===== config.mk =====
export PLATFORM = sky130hd
export DESIGN_NAME = ellipse_op_issuer
export DESIGN_NICKNAME = d
export VERILOG_FILES = /design/src/rtl/ellipse_op_issuer.sv
export SDC_FILE = /design/constraint.sdc
export NUM_CORES = 1
export LEC_CHECK = 0
export CAP_MARGIN = 20
export CORE_ASPECT_RATIO = 0.8
export CORE_MARGIN = 4
export CORE_UTILIZATION = 37
export CTS_CLUSTER_DIAMETER = 60
export DETAILED_ROUTE_END_ITERATION = 10
export PLACE_DENSITY = 0.53
export SYNTH_ARGS = -nofsm -noshare
export SYNTH_HDL_FRONTEND = slang
export SYNTH_SLANG_ARGS = --single-unit

===== constraint.sdc =====
create_clock -name clk -period 2.2 [get_ports clk]
set_input_delay 0.33 -clock clk [delete_from_list [all_inputs] [get_ports clk]]
set_output_delay 0.33 -clock clk [all_outputs]
set_load 0.05 [all_outputs]

===== src/rtl/ellipse_op_issuer.sv =====
// Host-programmed ellipse op queue: staging registers are committed into a FIFO
// and presented to the drawing engine with a registered ready-to-send handshake.
module ellipse_op_issuer #(
  parameter int DEPTH = 4,
  parameter int CW    = 10
) (
  input  logic                       clk,
  input  logic                       rst_,
  input  logic                       wr_en,
  input  logic [2:0]                 wr_addr,
  input  logic [11:0]                wr_data,
  output logic [4*CW+11:0]           out_op,
  output logic                       out_rts,
  input  logic                       out_rtr,
  output logic [$clog2(DEPTH):0]     cmd_count,
  output logic                       cmd_full,
  output logic                       err_ovf,
  output logic                       err_zero,
  output logic                       dbg_state
);

  localparam int PW   = $clog2(DEPTH);
  localparam int CNTW = PW + 1;
  localparam int OPW  = 4 * CW + 12;

  // Handshake: an op moves on a rising edge where out_rts=1 and out_rtr=1;
  // out_rts comes straight from a flop, and out_rtr is ignored while out_rts=0.
  typedef enum logic {
    ST_EMPTY   = 1'b0,
    ST_PRESENT = 1'b1
  } state_e;

  state_e            state_q, state_d;
  logic [CW-1:0]     xc_q, xc_d, yc_q, yc_d, rx_q, rx_d, ry_q, ry_d;
  logic [11:0]       color_q, color_d;
  logic [OPW-1:0]    mem_q [DEPTH];
  logic [OPW-1:0]    mem_d [DEPTH];
  logic [PW-1:0]     wr_ptr_q, wr_ptr_d, rd_ptr_q, rd_ptr_d;
  logic [CNTW-1:0]   count_q, count_d;
  logic              err_ovf_q, err_ovf_d, err_zero_q, err_zero_d;

  logic              commit, rad_zero, full, push, pop;

  always_comb begin
    commit   = wr_en && (wr_addr == 3'd5);
    rad_zero = (rx_q == '0) || (ry_q == '0);
    full     = (count_q == CNTW'(DEPTH));
    push     = commit && !rad_zero && !full;
    pop      = (state_q == ST_PRESENT) && out_rtr;

    xc_d       = xc_q;
    yc_d       = yc_q;
    rx_d       = rx_q;
    ry_d       = ry_q;
    color_d    = color_q;
    mem_d      = mem_q;
    wr_ptr_d   = wr_ptr_q;
    rd_ptr_d   = rd_ptr_q;
    count_d    = count_q;
    state_d    = state_q;
    err_ovf_d  = err_ovf_q | (commit && !rad_zero && full);
    err_zero_d = err_zero_q | (commit && rad_zero);

    if (wr_en) begin
      case (wr_addr)
        3'd0:    xc_d    = wr_data[CW-1:0];
        3'd1:    yc_d    = wr_data[CW-1:0];
        3'd2:    rx_d    = wr_data[CW-1:0];
        3'd3:    ry_d    = wr_data[CW-1:0];
        3'd4:    color_d = wr_data;
        default: ;
      endcase
    end

    if (push) begin
      mem_d[wr_ptr_q] = {xc_q, yc_q, rx_q, ry_q, color_q};
      wr_ptr_d        = wr_ptr_q + 1'b1;
    end
    if (pop) begin
      rd_ptr_d = rd_ptr_q + 1'b1;
    end

    if (push && !pop) begin
      count_d = count_q + 1'b1;
    end else if (pop && !push) begin
      count_d = count_q - 1'b1;
    end

    case (state_q)
      ST_EMPTY:   if (push) state_d = ST_PRESENT;
      ST_PRESENT: if (pop && (count_q == CNTW'(1)) && !push) state_d = ST_EMPTY;
      default:    state_d = ST_EMPTY;
    endcase
  end

  always_ff @(posedge clk) begin
    if (rst_) begin
      state_q    <= ST_EMPTY;
      xc_q       <= '0;
      yc_q       <= '0;
      rx_q       <= '0;
      ry_q       <= '0;
      color_q    <= '0;
      wr_ptr_q   <= '0;
      rd_ptr_q   <= '0;
      count_q    <= '0;
      err_ovf_q  <= 1'b0;
      err_zero_q <= 1'b0;
      for (int i = 0; i < DEPTH; i++) mem_q[i] <= '0;
    end else begin
      state_q    <= state_d;
      xc_q       <= xc_d;
      yc_q       <= yc_d;
      rx_q       <= rx_d;
      ry_q       <= ry_d;
      color_q    <= color_d;
      wr_ptr_q   <= wr_ptr_d;
      rd_ptr_q   <= rd_ptr_d;
      count_q    <= count_d;
      err_ovf_q  <= err_ovf_d;
      err_zero_q <= err_zero_d;
      mem_q      <= mem_d;
    end
  end

  // The head entry is only meaningful while presenting; drive zeros otherwise.
  assign out_op    = (state_q == ST_PRESENT) ? mem_q[rd_ptr_q] : '0;
  assign out_rts   = (state_q == ST_PRESENT);
  assign cmd_count = count_q;
  assign cmd_full  = (count_q == CNTW'(DEPTH));
  assign err_ovf   = err_ovf_q;
  assign err_zero  = err_zero_q;
  assign dbg_state = state_q;

endmodule


# Word level (Yosys, flattened, before mapping)
# Index checks and enable logic that the tools add are counted.
# totals
input_bits	19
reg_bits	270
wordCells	71
# classes
n_eq_ne	7
n_mux	12
n_reduce_logical	25
magnitude_cmp	3
n_bitwise	5
add_sub_neg	4
# op_table
operator	count
208-bit bitwise mux	1
52-bit two-way mux	4
52-bit binary-select mux with 2-bit select	1
52-bit demux with 2-bit select	1
10-bit zero test	2
1-bit logical AND	11
2-bit AND reduction	5
3-bit equality test, second input constant	3
3-bit by 1-bit equality test with 1-bit output, second input constant	2
3-bit by 2-bit equality test with 1-bit output, second input constant	2
3-bit >= comparator, second input constant	2
3-bit two-way mux	2
2-bit inverter with 3-bit output	2
2-bit by 1-bit adder with 2-bit output, second input constant	2
1-bit zero test	4
3-bit by 1-bit adder with 3-bit output, second input constant	1
3-bit zero test	1
3-bit by 1-bit less-than comparator with 1-bit output, second input constant	1
3-bit by 1-bit subtractor with 3-bit output, second input constant	1
1-bit two-way mux	2
1-bit bitwise OR	2
1-bit one-hot mux with 2 select lines	1
2-bit nonzero test	1
1-bit logical OR	1
1-bit inverter	1

# Logic depth before layout (Yosys ltp)
# Gate-level depths: netlist of the first run.
# depth
ltp_word	9
mapped_depth	10
depth_no_buf	10

# Least setup slack after synthesis of the first run
# No wires, ideal clock.
# synth_path
path_kind	reg-to-reg
start	reg count_q[0] (netlist: cmd_count[0])
end	reg count_q[2] (netlist: cmd_count[2])
slack_ns	0.015
arrival_ns	2.115
path_stages_with_launch	9
n_path_buf	0
cell_sequence	dfxtp_1 > inv_1 > ha_1 > nand2_1 > nand4_1 > inv_1 > ha_1 > or3_1 > a21oi_1
# synth_via
elab_chain_len	6
# synth_rtl
element	line_no	source
from (decl)	39	logic [CNTW-1:0] count_q, count_d;
from (signal assigned)	119	count_q <= count_d;
3-bit equality test *	47	full = (count_q == CNTW'(DEPTH));
1-bit zero test *	48	push = commit && !rad_zero && !full;
1-bit logical AND *	48	
named net push	42	logic commit, rad_zero, full, push, pop;
1-bit zero test	85	end else if (pop && !push) begin
1-bit logical AND	85	
2-bit nonzero test (no line)	n/a	
# The timed path passes the listed nets; every way through them passes the cells marked *. The select of a mux whose other input is x is not followed.
# A chain may end at the register's enable or synchronous reset.

# Worst setup path in the final report of the first run
# layout_path
start	reg rd_ptr_q[0]
end	out out_op[0]
# layout_via
elab_chain_len	5
# layout_rtl
element	line_no	source
from (decl)	38	logic [PW-1:0] wr_ptr_q, wr_ptr_d, rd_ptr_q, rd_ptr_d;
from (signal assigned)	118	rd_ptr_q <= rd_ptr_d;
2-bit inverter with 3-bit output (implied by the code)	127	assign out_op = (state_q == ST_PRESENT) ? mem_q[rd_ptr_q] : '0;
52-bit binary-select mux with 2-bit select	127	
52-bit two-way mux (implied by the code) (2 in series)	127	
52-bit two-way mux	127	
to (decl)	12	output logic [4*CW+11:0] out_op,
# Every way passes these cells. The select of a mux whose other input is x is not followed.

==> metrics.txt, run 1 <==
top_reg_cell synth=dfxtp_1; post-synth cell types=35; CP startpoint=rd_ptr_q[0]$_SDFFE_PP0P_; Core Region=0.0328 sq mm; GPL Wtd Cong=0.748; Clk pin slew, worst setup/hold paths=60 ps; DRT Pass-1 Iters=5; Num CTS Buffers=29; clock tree buffer depth=3; most common library cells after synthesis=dfxtp_1, nand2b_1, mux2i_1, nand2_1, a21oi_1; Critical Path End Type=output pin; Final Cycle Share=109%; clock insertion delay at the later pin of the skew report=550 ps; FMAX=416 MHz; Seq. cell area=0.00541 sq mm; critical path peak fanout=6; status=finished, violations left; Synth async-reset ratio=0%; Top-Level Pins=79; DIE AREA=0.0365 sq mm; RSZ-0062 raised after global routing=true; share of the synthesized area in the top cell type=43.6%; total of fill cells in the finished design=3085; Fin Clk Skew=9.93 ps; Post-synth EDFFs=0; mapped cell area=0.0124 sq mm; Setup-failing EPs final=52; Worst R2R Setup Slack=210 ps; Synth Area per Inst=10.7 sq um; synthesized instance count=1162; CTS tree=built; share of cells above drive strength 1=22.5%; routed len/inst=18.2 um; Power Dens Cells=671 mW/mm^2; Hold WS=156 ps; Crit Reg-Reg Startpoint=ry_q[9]$_SDFFE_PP0P_; Die H=172 um; H-tree lvl count=1; post-DP HPWL=19.9 mm; hold violation total from the final report=0; design area=0.0154 sq mm; Final nets=1286; top cells by area, synth=dfxtp_1, mux2i_1, nand2b_1; Crit Path Class=flip-flop to output pin; slew margin rel.=65.3%; vias in the first global route=8532; Static Leak=6.42 nW; Multi-input gate area=0.00654 sq mm; total gr overflow=0; DRC errors left=0; Total Wirelength=31.0 mm; failing checks=negative setup slack; syn nets=1190; setup ws final=-206 ps; sinks on the clock net=270; Final min period=2410 ps; GRT Overall Usage=17.1%; Core Rows=59; Hold WC Path Type=input pin to flip-flop; Antenna diodes=0; worst slew pin tran=519 ps; hold_buf cts=0; Synth warnings=0; CP Capture Point=out_op[0]; Max Cap Viol=0; sequential cell area fraction in the yosys report=43.6%; largest net degree at the start of global routing=85; initial antenna violation count=0; Critical Path Source Type=flip-flop; final setup TNS=-7170 ps; vias=8351; #FFs+latches synth=270; most common cell in the netlist=dfxtp_1; area leader, netlist=dfxtp_1; CP Data Required Time=1870 ps; Pins Over Slew Limit=0; FF-to-FF path depth=8; Vias/cell=4.90; crit path DAT=2080 ps; IO buf count=78; DRT iter0 DRCs=356; initial core utilization=37.8%; reg2reg end=cmd_count[2]$_SDFFE_PP0P_; first-pass GRT wire length=49.5 mm; post-place instance area=0.0138 sq mm; Final ANT Viol Nets=0; Die W=213 um; clock root cell=clkbuf_16; Layout area overhead=24.0%; Peak VDD IR=0.000406 V
-- flip-flops by register name, summed over array words and instances (netlist names), 2 cells and up --
name	count
cmd_count	3
color_q	12
mem_q	208
rd_ptr_q	2
rx_q	10
ry_q	10
wr_ptr_q	2
xc_q	10
yc_q	10
-- critical path: stages, from the launching register on --
cell	delay, ps
dfxtp_4	380
buf_12	140
buf_12	130
mux4_2	540
and2_4	190
buf_6	140
-- what timing repair did --
| action | CTS | global route |
|---|---|---|
| buffers inserted | 13 | 1 |
| resized for setup | 101 | 20 |
| setup endpoints to repair | 53 | 55 |
| cloned | 6 | 0 |
-- layer usage --
layer / part of all wire [%] / wire [um] / global-route usage, %
met4: 1.9 / 595 / 3.25
met5: 0 / 0 / 0
met2: 45 / 14100 / 27.4
met3: 2.9 / 899 / 2.68
met1: 50 / 15400 / 24.9
-- cell families (layout without fill, tap and decap cells) --
logic type | Yosys count | count (layout) | share of synthesized area, %
XOR/XNOR | 4 | 4 | 0.283
buffers and inverters | 89 | 205 | 4.77
AND/OR/NAND/NOR | 467 | 467 | 21.4
flip-flops | 270 | 270 | 43.6
AO/OA/AOI/OAI | 60 | 60 | 2.52
multiplexers | 263 | 263 | 26.5
adder cells (fa/ha/maj) | 9 | 9 | 0.909
-- metrics by stage --
step | std cells | setup slack, ps | util, % | total power (W)
6_report | 1705 | -206 | 46.9 | 0.0103
5_1_grt | 1705 | -267 | 46.9 | 0.0107
4_1_cts | 1706 | -239 | 46.8 | 0.0105
3_5_place_dp | 1636 | -66.1 | 42.0 | 0.00543
3_3_place_gp | 1636 | -64.2 | 42.0 | 0.00543
2_1_floorplan | 1162 | 15.1 | - | 0.00526
-- area by class of cell --
class | instances | share of cell area, %
multi-input combinational | 803 | 42.6
sequential | 270 | 35.2
timing repair buffer | 148 | 12.2
clock buffer | 39 | 5.43
tap | 427 | 3.48
clock inverter | 12 | 0.904
inverter | 6 | 0.147
-- cell usage in the layout, fill, tap and decap left out, types with 4 or more instances in the layout --
master / instances
a21oi_1: 55
and2_1: 6
and2_4: 46
and3_1: 4
buf_12: 31
buf_4: 35
buf_6: 50
buf_8: 6
clkbuf_1: 4
clkbuf_16: 30
clkbuf_8: 5
clkdlybuf4s50_1: 19
clkinv_2: 8
dfxtp_1: 267
ha_1: 9
inv_1: 6
mux2i_1: 210
mux4_2: 52
nand2_1: 110
nand2b_1: 264
nand3_2: 4
nor2_1: 13
xor2_1: 4
-- how the worst min path moves through the flow --
stage	start	endpoint	slack, ps	cells after the start
after floorplan	color_q[0]$_SDFFE_PP0P_	color_q[0]$_SDFFE_PP0P_	440	2
after global placement	color_q[3]$_SDFFE_PP0P_	color_q[3]$_SDFFE_PP0P_	440	2
after detailed placement	color_q[6]$_SDFFE_PP0P_	color_q[6]$_SDFFE_PP0P_	450	2
after CTS	rst_	yc_q[6]$_SDFFE_PP0P_	120	2
after global routing	rst_	yc_q[6]$_SDFFE_PP0P_	150	2
final	rst_	yc_q[6]$_SDFFE_PP0P_	160	2
-- power by group --
part	switching, W	internal (W)
registers	0.0000160	0.00491
logic	0.000223	0.000176
clock network	0.00199	0.00299
total	0.00223	0.00808
(Power assumes the default switching activity.)
==> run 2, diff against run 1 <==
ABC_AREA = 1   (was unset)
==> metrics.txt, run 2 <==
sequential cell area fraction in the yosys report=43.8% (+0.12 points); most common cell in the netlist=nor2_1; Antenna diodes=0 (unchanged); Final nets=2013 (+57%); Total Wirelength=38.1 mm (+23%); Post-synth EDFFs=0 (unchanged); Core Rows=59 (unchanged); crit path DAT=2000 ps (-80 ps); Util after Layout=48.1% (+1.3 points); Die W=212 um (-0.13%); synthesized instance count=1939 (+67%); post-DP HPWL=20.4 mm (+2.9%); vias in the first global route=10700 (+25%); Final Cycle Share=106% (-3.5 points); met1 usage=29.5% (+4.6 points); most frequent cells in the layout=nor2_1, nand2_1, dfxtp_1; GRT Overall Usage=20.1% (+3.0 points); met3 global-route usage=2.95% (+0.27 points); Critical Path Source Type=flip-flop; vias=11600 (+39%); area leader, netlist=dfxtp_1; H-tree lvl count=1 (unchanged); clock root cell=clkbuf_16; syn nets=1967 (+65%); Pins Over Slew Limit=0 (unchanged); Crit Path Class=flip-flop to output pin; Num CTS Buffers=29 (unchanged); cell mode on critical path=buf_12; initial antenna violation count=0 (unchanged); hold violation total from the final report=0 (unchanged); total of fill cells in the finished design=3266 (+5.9%); Core Region=0.0327 sq mm (-0.23%); Synth async-reset ratio=0% (unchanged); Final ANT Viol Nets=0 (unchanged); GR peak layer=met2; Top-Level Pins=79 (unchanged); RSZ-0062 raised after global routing=true; DRT Pass-1 Iters=5 (unchanged); Worst R2R Setup Slack=170 ps (-40 ps); Place WS=56.3 ps (+122 ps); slew margin rel.=60.0% (-5.3 points); DIE AREA=0.0364 sq mm (-0.26%); Critical Path End Type=output pin; DRT iter0 DRCs=1005 (+180%); most common cell after layout, fill and taps aside=nor2_1; clock insertion delay at the later pin of the skew report=540 ps (about the same); total gr overflow=0 (unchanged); DRC errors left=0 (unchanged); Placed Cells=2369 (+45%); largest net degree at the start of global routing=88 (+3.5%); Vias/cell=4.77 (-2.6%); worst slew pin tran=597 ps (+78.0 ps); CP Cell Sequence=buf_12 > buf_16 > a21oi_1 > o21ai_1 > a21oi_2 > buf_12; Peak VDD IR=0.000497 V (+22%); Synth Area per Inst=6.37 sq um (-40%); Synth warnings=0 (unchanged); Reg with most FFs=mem_q; CP Data Required Time=1870 ps (about the same); Finished Layout Cells=2428 (+42%); Max Cap Viol=0 (unchanged); #FFs+latches synth=270 (unchanged); most common library cells after synthesis=nor2_1, nand2_1, dfxtp_1, inv_1, a21oi_1; top_reg_cell synth=dfxtp_1; share of cells above drive strength 1=11.8% (-11 points); IO buf count=78 (unchanged); sinks on the clock net=270 (unchanged); first-pass GRT wire length=59.1 mm (+19%); routed len/inst=15.7 um (-14%); setup ws final=-129 ps (+77.2 ps); Hold WC Path Type=input pin to flip-flop; Power Dens Cells=636 mW/mm^2 (-5.2%); Static Leak=7.77 nW (+21%); Setup-failing EPs final=48 (-7.7%); Slowest-stage cell, CP=dfxtp_4; GPL Wtd Cong=0.747 (about the same); Fin Clk Skew=7.85 ps (-2.08 ps); status=finished, violations left; initial core utilization=37.8% (about the same); met2 global-route usage=32.1% (+4.8 points); Largest regs=mem_q (208), color_q (12); final setup TNS=-2790 ps (+4380 ps); Die H=171 um (-0.13%); post-synth cell types=21 (-40%); max reg flops=208 (unchanged); mapped cell area=0.0124 sq mm (-0.27%); Layout area overhead=27.4%; clock tree buffer depth=3 (unchanged); Clk pin slew, worst setup/hold paths=60 ps (about the same); hold_buf cts=0 (unchanged); failing checks=negative setup slack; CTS tree=built; FMAX=429 MHz (+3.3%); Final min period=2330 ps (-77.2 ps); top cells by area, synth=dfxtp_1, nor2_1, nand2_1; Crit path largest cell delay=390 ps (-150 ps); critical path peak fanout=8 (+2); share of the synthesized area in the top cell type=43.8% (+0.12 points)
[run 2: cell types whose count changed after synthesis, moves of 117 or more]
cell	delta
inv_1	+229
nand2b_1	-264
nor2_1	+511
o21ai_0	+161
mux2i_1	-210
nand2_1	+313
a21oi_1	+117
[run 2: per-layer routing]
metal	wire length (um)	up-vias
met4	595	0
met1	18800	5303
met3	1920	42
li1	-	5976
met2	16700	265
met5	0	-
[run 2: path summary, 6_finish.rpt]
kind,from,end,depth (start not counted)
worst max-delay path,rd_ptr_q[0]$_SDFFE_PP0P_,out_op[48],6
worst min-delay path,wr_data[11],color_q[11]$_SDFFE_PP0P_,3
worst max register to register,ry_q[9]$_SDFFE_PP0P_,cmd_count[2]$_SDFFE_PP0P_,11
worst min register to register,err_zero$_SDFF_PP0_,err_zero$_SDFF_PP0_,2
[run 2: where the power goes]
part,switching [W],internal [W],leakage (nW)
logic,0.000334,0.000162,5.17
clock network,0.00195,0.00257,0.417
registers,0.0000617,0.00494,2.18
total,0.00234,0.00767,7.77
[run 2: what timing repair did]
action	4_1_cts	5_1_grt
pin swaps	38	27
endpoints found under the setup margin	52	53
setup buffers	3	0
cloned	4	5
gates resized for setup	80	81
[run 2: worst max-delay path: cells and delay by family, from the launching register on]
family,cells,cell delay [ps]
AOI/OAI and AO/OA,3,540
buffers and inverters,3,520
DFF,1,390
[run 2: final cells by class]
class                   count  area (sq um)  area share [%]
clock buffers              44           832            5.29
clock inverters             3          15.0          0.0954
inverters                 240           918            5.84
multi-input cells        1309          5820            37.0
flip-flops and latches    270          5410            34.4
well taps                 427           534            3.39
repair buffers            135          2200            14.0
[run 2: logic make-up (layout without fill, tap and decap cells)]
| kind of cell | after synthesis | count (layout) | share of synthesized area [%] |
|---|---|---|---|
| DFF | 270 | 270 | 43.8 |
| AOI/OAI and AO/OA | 336 | 336 | 13.6 |
| xor gates and xnor gates | 1 | 1 | 0.0709 |
| buffers and inverters | 360 | 422 | 11.8 |
| and+or+nand+nor | 963 | 963 | 29.8 |
| adders and majority gates | 9 | 9 | 0.912 |
[run 2: metrics by stage]
stage          area (sq um)  hold slack (ps)  total power, W
4_1_cts               15500              360          0.0101
6_report              15700              378          0.0100
3_5_place_dp          14300              467         0.00557
2_1_floorplan         12400              399         0.00535
3_3_place_gp          14300              453         0.00556
5_1_grt               15700              407          0.0104
==> run 3, diff against run 2 <==
CTS_CLUSTER_DIAMETER = unset   (was 60)
clock period = 2.6 ns   (was 2.2 ns; I/O delays follow)
==> metrics.txt, run 3 (synthesis gave the netlist of run 2 again) <==
Reg with most FFs=mem_q; DIE AREA=0.0364 sq mm (unchanged); vias in the first global route=10200 (-4.6%); worst slew pin tran=633 ps (+35.1 ps); RSZ-0062 raised after global routing=false; met2 global-route usage=29.8% (-2.4 points); clock tree buffer depth=3 (unchanged); clock insertion delay at the later pin of the skew report=560 ps (+20 ps); Psw=0.00198 W (-15%); Max Cap Viol=0 (unchanged); Vias/cell=4.66 (-2.4%); GPL Wtd Cong=0.745 (-0.28%); GRT Overall Usage=18.7% (-1.4 points); Largest regs=mem_q (208), color_q (12); clock root cell=clkbuf_16; Setup-failing EPs final=0 (-100%); DRT Pass-1 Iters=5 (unchanged); Static Leak=7.57 nW (-2.5%); sinks on the clock net=270 (unchanged); Die W=212 um (unchanged); Die H=171 um (unchanged); setup bufs post-CTS=0 (-3); total internal power=0.00669 W (-13%); Core Rows=59 (unchanged); crit path DAT=2070 ps (+70 ps); Layout area overhead=22.7%; Antenna diodes=0 (unchanged); hold violation total from the final report=0 (unchanged); vias=11200 (-3.1%); Placed Cells=2362 (-0.30%); Clk pin slew, worst setup/hold paths=60 ps (about the same); Final ANT Viol Nets=0 (unchanged); Finished Layout Cells=2410 (-0.74%); GR peak layer=met2; Switching Fraction=22.9% (-0.51 points); Num CTS Buffers=30 (+3.4%); Core Region=0.0327 sq mm (unchanged); CP Data Required Time=2210 ps (+340 ps); critical path peak fanout=23 (+15); total gr overflow=0 (unchanged); design area=0.0152 sq mm (-3.7%); Power Dens Cells=572 mW/mm^2 (-10%); Util after Layout=46.4% (-1.8 points); post-DP HPWL=20.9 mm (+2.3%); Logic pwr share=4.3% (-0.7 points); FMAX=406 MHz; Crit Path Class=flip-flop to output pin; Flop pwr share=48.8% (-1.2 points); post-place instance area=0.0142 sq mm (-0.63%); Total Wirelength=34.5 mm (-9.5%); Peak VDD IR=0.000369 V (-26%); met3 global-route usage=2.90% (-0.055 points); Final nets=1995 (-0.89%); most common cell after layout, fill and taps aside=nor2_1; Critical Path Source Type=flip-flop; Final Cycle Share=94.6%; Top-Level Pins=79 (unchanged); first-pass GRT wire length=55.2 mm (-6.5%); IO buf count=78 (unchanged); CTS tree=built; Fin Clk Skew=13.4 ps (+5.52 ps); DRT iter0 DRCs=740 (-26%); Critical Path End Type=output pin; routed len/inst=14.3 um (-8.8%); initial core utilization=37.8% (unchanged); share of cells above drive strength 1=8.07% (-3.7 points); H-tree lvl count=1 (unchanged); Final min period=2460 ps; most frequent cells in the layout=nor2_1, nand2_1, dfxtp_1; initial antenna violation count=0 (unchanged); largest net degree at the start of global routing=79 (-10%); Clk network pwr share=46.8% (+1.7 points); met1 usage=27.5% (-1.9 points); status=complete, no violations; Pins Over Slew Limit=0 (unchanged); Hold WC Path Type=input pin to flip-flop; slew margin rel.=57.7% (-2.3 points); final setup TNS=0 ps (+2790 ps); max reg flops=208 (unchanged); DRC errors left=0 (unchanged)
[run 3: cell count changes in the layout (fill, tap and decap cells not counted), moves of 3 or more]
| cell | previous run | this run |
|---|---|---|
| bufbuf_16 | 3 | 0 |
| buf_12 | 64 | 68 |
| o21ai_0 | 98 | 163 |
| a21oi_1 | 105 | 154 |
| buf_6 | 3 | 0 |
| o21ai_1 | 59 | 0 |
| dfxtp_2 | 3 | 0 |
| buf_4 | 27 | 22 |
| a21oi_2 | 65 | 18 |
| buf_16 | 5 | 0 |
| clkbuf_16 | 37 | 31 |
| o21ai_2 | 6 | 0 |
[run 3: path summary, 6_finish.rpt]
check	startpoint	to	slack, ps	cells past startpoint
setup / recovery	rd_ptr_q[1]$_SDFFE_PP0P_	out_op[36]	140	6
hold / removal	wr_data[11]	color_q[11]$_SDFFE_PP0P_	430	3
hold reg to reg	err_zero$_SDFF_PP0_	err_zero$_SDFF_PP0_	480	2
setup reg to reg	rx_q[6]$_SDFFE_PP0P_	cmd_count[2]$_SDFFE_PP0P_	380	11
[run 3: final cells by class]
| cell class | instances | area (sq um) |
|---|---|---|
| fillers | 3339 | 17500 |
| multi-input cells | 1309 | 5590 |
| flip-flops and latches | 270 | 5410 |
| repair buffers | 116 | 1790 |
| inverters | 240 | 916 |
| clock buffers | 46 | 882 |
| well taps | 427 | 534 |
| clock inverters | 2 | 35.0 |
[run 3: routing by layer]
metal,vias to the layer above,wire length (um),part of all wire [%]
li1,5923,-,-
met1,5080,17600,51
met2,189,15000,44
met3,30,1460,4.2
met4,0,378,1.1
met5,-,0,0
[run 3: stage by stage]
stage	total power [W]	setup WS (ps)	hold slack, ps
floorplan	0.00453	240	459
global placement	0.00470	327	456
detailed placement	0.00470	259	467
CTS	0.00879	5.65	406
global route	0.00899	9.12	428
finish	0.00868	140	434
[run 3: power groups by stage]
stage / Combinational (W) / Sequential, W / Clock [W]
final: 0.000376 / 0.00424 / 0.00407
after global routing: 0.000414 / 0.00424 / 0.00433
after CTS: 0.000379 / 0.00424 / 0.00417
after detailed placement: 0.000376 / 0.00433 / 0
after global placement: 0.000372 / 0.00433 / 0
after floorplan: 0.000209 / 0.00432 / 0
[run 3: critical path, cell delays in order (launching register included)]
cell and delay [ps]:
dfxtp_4 430, inv_4 160, buf_12 210, a21oi_1 120, o21ai_0 90, a21oi_1 300
buf_12 180
[run 3: what timing repair did]
action                     4_1_cts  5_1_grt
gates resized for setup         15        9
hold buffers                     0        0
setup endpoints to repair       52       16
==> RTL change: new RTL, settings of run 1 <==
Put one more register stage on the output `err_zero`, without a reset. The value now appears one clock later. The other outputs are not delayed to match.
--- a/src/rtl/ellipse_op_issuer.sv
+++ b/src/rtl/ellipse_op_issuer.sv
@@ -130,5 +130,7 @@
   assign cmd_full  = (count_q == CNTW'(DEPTH));
   assign err_ovf   = err_ovf_q;
-  assign err_zero  = err_zero_q;
+  always_ff @(posedge clk) begin
+    err_zero <= err_zero_q;
+  end
   assign dbg_state = state_q;
 
Formal check against the unedited RTL: not equivalent (a bounded check fails within 4 cycles, from zero or initial values and one cycle with rst_ high).
==> RTL change against run 1 <==
- synthesized area rose by 0.16%
- first-iteration DRC count rose by 32%
- sequential cell count rose by 1
- the run still ends with setup timing left
- clock power rose by 2%
- power rose by 1.4%
- via count rose by 0.11%
- routed wire length rose by 0.48%
- critical endpoint is now out_op[24]
- cell area barely moved
- register-to-register slack improved by 0.03 ns
- utilization barely moved
- worst setup slack improved by 0.00065 ns
==> RTL change: results (changes against run 1) <==
- The maximum fanout along the worst path came to 6 (unchanged).
- The predominant post-synthesis flop cell is sky130_fd_sc_hd__dfxtp_1.
- The number of nets in the finished design is 1,280 (-0.47%).
- The global-route usage over all layers is 16.95% (-0.18 points).
- The final reports fail on setup timing.
- The worst reg2reg path startpoint is cmd_count[1]$_SDFFE_PP0P_.
- The filler cell count in the final layout is 3,073 (-0.39%).
- The slowest cell on the critical path is sky130_fd_sc_hd__mux4_2.
- The total of endpoints with negative setup slack in the final report is 52 (unchanged).
- The minimum setup slack in the final design is -0.2052 ns (+0.0006450 ns).
- The complex-gate fraction of the synthesized area was 2.511% (-0.0041 points).
- The critical path data arrival time is 2.08 ns (about the same).
- The cell count after placement is 1,631 (-0.31%).
- The largest net degree at the start of global routing is 75 (-12%).
- After synthesis, the cell types taking the most area are sky130_fd_sc_hd__dfxtp_1 (44%), sky130_fd_sc_hd__mux2i_1 (17%), sky130_fd_sc_hd__nand2b_1 (13%).
- The setup skew after layout is 0.009414 ns (-0.0005116 ns).
- The remaining max-slew budget at the tightest pin is 62.86% (-2.5 points).
- The synthesized net count is 1,191 (+0.084%).
- The run finished, with violations left.
- The post-detailed-placement half-perimeter wirelength is 19.14 mm (-3.6%).
- The CTS buffer count was 30 (+3.4%).
- In this design, the stage delay of the slowest critical-path cell is 0.55 ns.
- The number of buffers inserted by port buffering is 78 (unchanged).
- The post-synthesis share of cell area spent on xor and xnor gates is 0.2824% (-0.00046 points).
- The global placer's final weighted congestion was 0.7644 (+2.2%).
- The detailed-route via count is 8,360 (+0.11%).
- By count the netlist is led by sky130_fd_sc_hd__dfxtp_1 (271), sky130_fd_sc_hd__nand2b_1 (264), sky130_fd_sc_hd__mux2i_1 (210).
- The fraction of the mapped netlist area in adder cells was 0.9077% (-0.0015 points).
- The worst hold path belongs to the class in2reg.
- The setup TNS is -7.222 ns (-0.05537 ns).
- The static leakage power is 6.393 nW (-0.36%).
- The share of post-route cells with drive strength above 1 was 22.90% (+0.37 points).
- The initial detailed-routing violation count is 469 (+32%).
- The wire length of the first global-routing pass came to 49.17 mm (-0.75%).
- The cell area reported after detailed placement is 13,680 sq um (-0.55%).
- The number of synthesis warnings came to 0 (unchanged).
- The worst slack at placement is -0.06387 ns (+0.002197 ns).
- The sequential area share after synthesis is 43.73% (+0.091 points).
- The unique cell type count in the Yosys netlist is 35 (unchanged).
- The number of diodes is 0 (unchanged).
- The synthesized area per cell is 10.67 sq um (about the same).
- The worst-case clock buffer depth is 3 (unchanged).
- The via-per-instance ratio is 4.912 (+0.28%).
- The worst vdd rail ir drop came to 528.8 uV (+30%).
- The mux cell area share after synthesis is 26.48% (-0.043 points).
- The via count of the first global-routing pass is 8,456 (-0.89%).
- The register cell area after layout is 5434 sq um (+0.37%).
- The average wire per cell in the routed design is 18.30 microns (+0.66%).
[RTL change: what timing repair did]
item	in CTS	in global routing
setup buffers	11	2
resized for setup	114	21
pin swaps	11	5
endpoints found under the setup margin	53	53
hold endpoints to repair	0	0
gates cloned	5	1
[RTL change: cell type report]
type	count	area share [%]
Multi-Input combinational cell	803	42.70
Clock buffer	41	5.819
Clock inverter	14	0.8231
Tap cell	427	3.480
Inverter	6	0.1467
Sequential cell	271	35.40
Timing Repair Buffer	140	11.64
[RTL change: path summary, 6_finish.rpt]
| path | endpoint | slack [ns] | depth (start not counted) |
|---|---|---|---|
| max reg2reg | cmd_count[2]$_SDFFE_PP0P_ | 0.24 | 9 |
| min | rx_q[6]$_SDFFE_PP0P_ | 0.16 | 2 |
| min reg2reg | err_zero$_DFF_P_ | 0.40 | 0 |
| max | out_op[24] | -0.21 | 5 |
[RTL change: report_power, final]
group / switching (mW) / leakage [nW] / internal (mW)
Combinational: 0.224 / 3.69 / 0.174
Clock: 2.05 / 0.514 / 3.06
Sequential: 0.0160 / 2.19 / 4.93
[RTL change: worst max-delay path: cells and delay by family, from the launching register on]
kind / cells / cell delay, ns
flip-flops: 1 / 0.41
AND/OR/NAND/NOR: 1 / 0.16
buffers and inverters: 3 / 0.40
multiplexers: 1 / 0.55
[RTL change: routing by layer]
| metal | share of wire, % | track usage [%] | vias up |
|---|---|---|---|
| met5 | 0 | 0 | - |
| met1 | 49 | 24.20 | 4092 |
| met2 | 47 | 27.96 | 109 |
| met3 | 2.8 | 2.152 | 47 |
| li1 | - | - | 4112 |
| met4 | 1.8 | 3.275 | 0 |
[RTL change: cell families after synthesis]
family / after synthesis
muxes: 263
buffers and inverters: 89
xor gates and xnor gates: 4
and+or+nand+nor: 467
AOI/OAI and AO/OA: 60
DFF: 271
adders and majority gates: 9
